### config.mk
export PLATFORM = sky130hd
export DESIGN_NAME = alu_pipe
export DESIGN_NICKNAME = d
export VERILOG_FILES = /design/src/rtl/alu_pkg.sv /design/src/rtl/alu_core.sv /design/src/rtl/alu_pipe.sv
export SDC_FILE = /design/constraint.sdc
export NUM_CORES = 1
export LEC_CHECK = 0
export BUFFER_PORTS_ARGS = -buffer_cell sky130_fd_sc_hd__buf_2
export CORE_MARGIN = 10
export CORE_UTILIZATION = 39
export CTS_CLUSTER_SIZE = 10
export DETAILED_ROUTE_END_ITERATION = 8
export GPL_TIMING_DRIVEN = 0
export PLACE_DENSITY = 0.59
export SLEW_MARGIN = 20
export SYNTH_ARGS = -nofsm -noshare
export SYNTH_HDL_FRONTEND = slang
export SYNTH_SLANG_ARGS = --single-unit
### constraint.sdc
create_clock -name clk -period 3.9 [get_ports clk]
set_clock_uncertainty 0.2 [all_clocks]
set_input_delay 0.39 -clock clk [delete_from_list [all_inputs] [get_ports clk]]
set_output_delay 0.39 -clock clk [all_outputs]
set_load 0.05 [all_outputs]
### src/rtl/alu_pkg.sv
// Shared ALU definitions: opcode encodings, default opcode width and the
// reserved-opcode boundary. Also used by the instruction decoder.
package alu_pkg;

  localparam int unsigned OP_W = 4;

  // Opcodes 0-7 keep the legacy single-stage ALU encoding.
  localparam int unsigned OP_MOV  = 0;
  localparam int unsigned OP_NOT  = 1;
  localparam int unsigned OP_ADD  = 2;
  localparam int unsigned OP_NOR  = 3;
  localparam int unsigned OP_SUB  = 4;
  localparam int unsigned OP_NAND = 5;
  localparam int unsigned OP_AND  = 6;
  localparam int unsigned OP_SLT  = 7;
  localparam int unsigned OP_SLTU = 8;
  localparam int unsigned OP_OR   = 9;
  localparam int unsigned OP_XOR  = 10;
  localparam int unsigned OP_SLL  = 11;
  localparam int unsigned OP_SRL  = 12;
  localparam int unsigned OP_SRA  = 13;

  // Every code at or above this value is reserved.
  localparam int unsigned OP_RSVD_MIN = 14;

  function automatic logic is_reserved(input int unsigned op);
    return op >= OP_RSVD_MIN;
  endfunction

endpackage

### src/rtl/alu_core.sv
// Purely combinational ALU datapath.
// Ports: a, b     - operands
//        op       - opcode (alu_pkg encoding)
//        result_c - result, zero for reserved opcodes
//        carry_c  - carry-out for ADD/SUB, else 0
//        ovf_c    - signed overflow for ADD/SUB, else 0
//        illegal_c- reserved opcode
module alu_core #(
  parameter int unsigned WIDTH   = 32,
  parameter int unsigned OP_W    = 4,
  parameter int unsigned SHAMT_W = $clog2(WIDTH)
) (
  input  logic [WIDTH-1:0] a,
  input  logic [WIDTH-1:0] b,
  input  logic [OP_W-1:0]  op,
  output logic [WIDTH-1:0] result_c,
  output logic             carry_c,
  output logic             ovf_c,
  output logic             illegal_c
);
  import alu_pkg::*;

  logic [WIDTH:0]       add_full;
  logic [WIDTH:0]       sub_full;
  logic [SHAMT_W-1:0]   shamt;

  assign add_full = {1'b0, a} + {1'b0, b};
  // Subtract as a + ~b + 1 so the carry-out reads as "no borrow".
  assign sub_full = {1'b0, a} + {1'b0, ~b} + (WIDTH+1)'(1);
  assign shamt    = b[SHAMT_W-1:0];

  // Opcode decode and flag generation
  always_comb begin
    result_c  = '0;
    carry_c   = 1'b0;
    ovf_c     = 1'b0;
    illegal_c = (op >= OP_W'(OP_RSVD_MIN));
    case (op)
      OP_W'(OP_MOV):  result_c = a;
      OP_W'(OP_NOT):  result_c = ~a;
      OP_W'(OP_ADD): begin
        result_c = add_full[WIDTH-1:0];
        carry_c  = add_full[WIDTH];
        ovf_c    = (a[WIDTH-1] == b[WIDTH-1]) && (add_full[WIDTH-1] != a[WIDTH-1]);
      end
      OP_W'(OP_NOR):  result_c = ~(a | b);
      OP_W'(OP_SUB): begin
        result_c = sub_full[WIDTH-1:0];
        carry_c  = sub_full[WIDTH];
        ovf_c    = (a[WIDTH-1] != b[WIDTH-1]) && (sub_full[WIDTH-1] != a[WIDTH-1]);
      end
      OP_W'(OP_NAND): result_c = ~(a & b);
      OP_W'(OP_AND):  result_c = a & b;
      OP_W'(OP_SLT):  result_c = WIDTH'($signed(a) < $signed(b));
      OP_W'(OP_SLTU): result_c = WIDTH'(a < b);
      OP_W'(OP_OR):   result_c = a | b;
      OP_W'(OP_XOR):  result_c = a ^ b;
      OP_W'(OP_SLL):  result_c = a << shamt;
      OP_W'(OP_SRL):  result_c = a >> shamt;
      OP_W'(OP_SRA):  result_c = WIDTH'($signed(a) >>> shamt);
      default:        result_c = '0;
    endcase
  end

endmodule

### src/rtl/alu_pipe.sv
// Two-stage pipelined ALU with valid/ready handshake on both sides.
// S1 registers opcode/operands, S2 registers result and flags from alu_core.
// Ports: clk, rst (sync, active high)
//        in_valid/in_ready, in_a, in_b, in_op   - operand side
//        out_valid/out_ready, out_result, out_carry, out_ovf,
//        out_zero, out_illegal                  - result side
//        ovf_sticky, sticky_clr                 - accumulated overflow flag
module alu_pipe #(
  parameter int unsigned WIDTH   = 32,
  parameter int unsigned OP_W    = alu_pkg::OP_W,
  parameter int unsigned SHAMT_W = $clog2(WIDTH)
) (
  input  logic             clk,
  input  logic             rst,
  input  logic             in_valid,
  output logic             in_ready,
  input  logic [WIDTH-1:0] in_a,
  input  logic [WIDTH-1:0] in_b,
  input  logic [OP_W-1:0]  in_op,
  output logic             out_valid,
  input  logic             out_ready,
  output logic [WIDTH-1:0] out_result,
  output logic             out_carry,
  output logic             out_ovf,
  output logic             out_zero,
  output logic             out_illegal,
  output logic             ovf_sticky,
  input  logic             sticky_clr
);
  import alu_pkg::*;

  logic             v1;
  logic [WIDTH-1:0] a1;
  logic [WIDTH-1:0] b1;
  logic [OP_W-1:0]  op1;
  logic             en1;
  logic             en2;

  logic [WIDTH-1:0] core_result_c;
  logic             core_carry_c;
  logic             core_ovf_c;
  logic             core_illegal_c;

  // Stage enables: a stage advances when empty or when the next one advances.
  assign en2      = !out_valid || out_ready;
  assign en1      = !v1 || en2;
  assign in_ready = en1;

  alu_core #(
    .WIDTH   (WIDTH),
    .OP_W    (OP_W),
    .SHAMT_W (SHAMT_W)
  ) u_core (
    .a         (a1),
    .b         (b1),
    .op        (op1),
    .result_c  (core_result_c),
    .carry_c   (core_carry_c),
    .ovf_c     (core_ovf_c),
    .illegal_c (core_illegal_c)
  );

  // S1: operand/opcode register
  always_ff @(posedge clk) begin
    if (rst) begin
      v1  <= 1'b0;
      a1  <= '0;
      b1  <= '0;
      op1 <= '0;
    end else if (en1) begin
      v1 <= in_valid;
      if (in_valid) begin
        a1  <= in_a;
        b1  <= in_b;
        op1 <= in_op;
      end
    end
  end

  // S2: result/flag register; zero is derived from the result being captured
  always_ff @(posedge clk) begin
    if (rst) begin
      out_valid   <= 1'b0;
      out_result  <= '0;
      out_carry   <= 1'b0;
      out_ovf     <= 1'b0;
      out_zero    <= 1'b0;
      out_illegal <= 1'b0;
    end else if (en2) begin
      out_valid <= v1;
      if (v1) begin
        out_result  <= core_result_c;
        out_carry   <= core_carry_c;
        out_ovf     <= core_ovf_c;
        out_zero    <= (core_result_c == '0);
        out_illegal <= core_illegal_c;
      end
    end
  end

  // Sticky overflow: a transfer with overflow wins over a simultaneous clear
  always_ff @(posedge clk) begin
    if (rst) begin
      ovf_sticky <= 1'b0;
    end else begin
      ovf_sticky <= (ovf_sticky && !sticky_clr) || (out_valid && out_ready && out_ovf);
    end
  end

endmodule

==> results_dict.tcl <==
set metrics [dict create \
    outcome "finished, violations left" \
    violations "DRC, hold timing, setup timing" \
    grt_setup_unrepaired "true" \
    critPathKind "reg -> reg" \
    drc_errors 1 \
    num_rows 72 \
    drive_above_1_share 0.258 \
    drt_wl_total_mm 101 \
    cp_cell_sequence "buf_8 -> buf_8 -> inv_4 -> buf_6 -> clkbuf_8 -> ha_2 -> nand2_1 -> o21ai_0 -> a211oi_1 -> nor3_1 -> a211oi_2 -> o21ai_0 -> a21oi_1 -> nand4_1 -> nor4_4 -> nand3_1 -> o21ai_1" \
    synth_edf_count 0 \
    wl_per_cell_um 36.0 \
    synth_ff_type "dfxtp_1" \
    cp_max_fo 11 \
    ios 112 \
    synth_seq_area_share 0.140 \
    dr.pass1.iters 9 \
    core_area_um2 38600 \
    place_hpwl_mm 78.9 \
    syn-num-nets 2249 \
    worst_slew_pin_slew_ns 1.12 \
    cts_max_path_buffers 2 \
    htreeDepth 3 \
    fin_crit_ns 4.34 \
    vias_per_cell 7.05 \
    cts_tree "yes" \
    grt_pass1_vias 18500 \
    finalHoldViolCount 2 \
    synthCells 2075 \
    area_delta_synth_final_pct 23.8 \
    grt_max_degree 19 \
    setup_violations 13 \
    hold_class "in -> reg" \
    tns_ns -1.52 \
    clock.fmax_ghz 0.230 \
    gp_congestion 1.09 \
    worstPathRequired_ns 4.05 \
    hold_slack_ns -0.00561 \
    crit_slowest_cell "a211oi_1" \
    critPathMaxStageDelay_ns 0.44 \
    setup_ws_ns -0.445 \
    yosys.area.top_type "dfxtp_1" \
    ant_nets 0 \
    ir_drop_mv 0.234 \
    synthTopCellsByArea "dfxtp_1, ha_1, mux4_2" \
    port-buffer-count 110 \
    gr-total-overflow 0 \
    timing.critical_path.from_type "flop" \
    clk_latency_ns 0.43 \
    grt_pass1_wl_mm 140 \
    syn_avg_cell_area_um2 7.36 \
    grt_use_total 0.409 \
    clock-sinks 107 \
    pre_cts_slack_ns -2.12 \
    synth_commonest_cells "nand2_1, a21oi_1, nor2_1, clkbuf_1, dfxtp_1" \
    clkSlewWorstSetupHoldPaths_ns 0.08 \
    diodes 0 \
    yosysMostFrequentCell "nand2_1" \
    rrSetupSlack_ns -0.44 \
    die_x_um 218 \
    antenna_found_initial 2 \
    maxCapViolCount 0 \
    crit_arrival_ns 4.50 \
    cp-end-kind "flop" \
    nets 2446 \
    cts_root_buf "clkbuf_16" \
    vias 19700 \
    p_leak_nw 7.18 \
    synthArstFlopShare 0 \
    synth.distinct_cells 100 \
    final_core_util 0.489 \
    numCtsBuffers 9 \
    die_area_um2 47500 \
    synth_top_area_share 0.140 \
    drt_iter0_drc 2857 \
    pwr_density_cell_nw_per_um2 267 \
    slew_viol_final 0 \
    period_share 1.11 \
    synth_seq_cells 107 \
    ys_warn_count 0 \
    slew_headroom 0.254 \
    synth_area_um2 15300 \
    die_h_um 218 \
    start_util 0.395 \
]
[stage by stage]
stage          cell area, um^2  hold slack (ns)  std cells  total power [mW]
3_5_place_dp             16600            0.248       2706              3.51
5_1_grt                  18900          0.00887       2795              5.19
6_report                 18900         -0.00561       2795              5.05
3_3_place_gp             16500            0.240       2703              3.50
4_1_cts                  18400          0.00105       2775              4.81
2_1_floorplan            15300            0.253       2075              2.65
[area by class of cell]
cell class	count	area (um^2)
Fill cell	3940	19700
Clock buffer	10	239
Buffer	202	1330
Sequential cell	107	2210
Inverter	104	407
Clock inverter	6	72.6
Multi-Input combinational cell	1661	12800
Tap cell	518	648
Timing Repair Buffer	187	1190
[cells by family (layout without fill, tap and decap cells)]
group / after synthesis / in the layout / share of synthesized area
buffers and inverters: 307 / 509 / 0.0871
AO/OA/AOI/OAI: 691 / 691 / 0.308
adder cells (fa/ha/maj): 101 / 101 / 0.0837
AND/OR/NAND/NOR: 693 / 693 / 0.213
XOR/XNOR: 18 / 18 / 0.0103
flip-flops: 107 / 107 / 0.140
multiplexers: 158 / 158 / 0.158
[worst max-delay path, delay by kind of cell (launching register included)]
kind                     cells  cell delay (ns)
AO/OA/AOI/OAI                6             1.67
buffers and inverters        5             0.89
AND/OR/NAND/NOR              5             0.82
flip-flops                   1             0.39
adder cells (fa/ha/maj)      1             0.26
[per-layer routing]
metal / global-route usage / vias up / share of wire
met5: 0 / - / 0.00015
met4: 0.283 / 2 / 0.084
met3: 0.135 / 445 / 0.13
met2: 0.604 / 1596 / 0.42
met1: 0.494 / 9538 / 0.37
li1: - / 8115 / -
[power by group]
| group | switching [mW] | leakage (nW) | internal (mW) |
|---|---|---|---|
| sequential | 0.106 | 0.894 | 1.16 |
| combinational | 1.80 | 6.14 | 0.950 |
| clock | 0.519 | 0.155 | 0.523 |
| total | 2.42 | 7.18 | 2.63 |
[cells in the final DEF, fill, tap and decap left out, types with 28 or more instances in the layout]
master	synthesis	layout
a211oi_1	48	32
a21oi_1	195	176
nor2_1	151	145
o22ai_1	28	28
nor3_1	39	34
clkbuf_2	0	28
mux4_2	55	56
nand2_1	287	284
buf_4	9	76
o21ai_0	94	80
clkbuf_1	125	69
dfxtp_1	107	81
inv_1	100	98
buf_2	42	139
o211ai_1	32	32
ha_1	99	89
mux2i_1	76	72
nand3_1	43	41
a22oi_1	39	38
[path summary, 6_finish.rpt]
kind,startpoint,to,cells past startpoint
setup / recovery,b1[0],out_zero,17
hold reg to reg,out_result[28],out_result[28],2
setup reg to reg,b1[0],out_zero,17
hold / removal,in_b[12],b1[12],3
[state kept, by name, indices dropped and copies added (netlist names), 4 cells and up]
register / flops
out_result: 32
op1: 4
b1: 32
a1: 32
[timing repair]
action                     CTS  global route
setup endpoints to repair   34            18
hold endpoints to repair    20             0
hold buffers                20             0
setup buffers               34            20
pin swaps                   46            31
gates resized for setup    298            93
(Power assumes the default switching activity.)
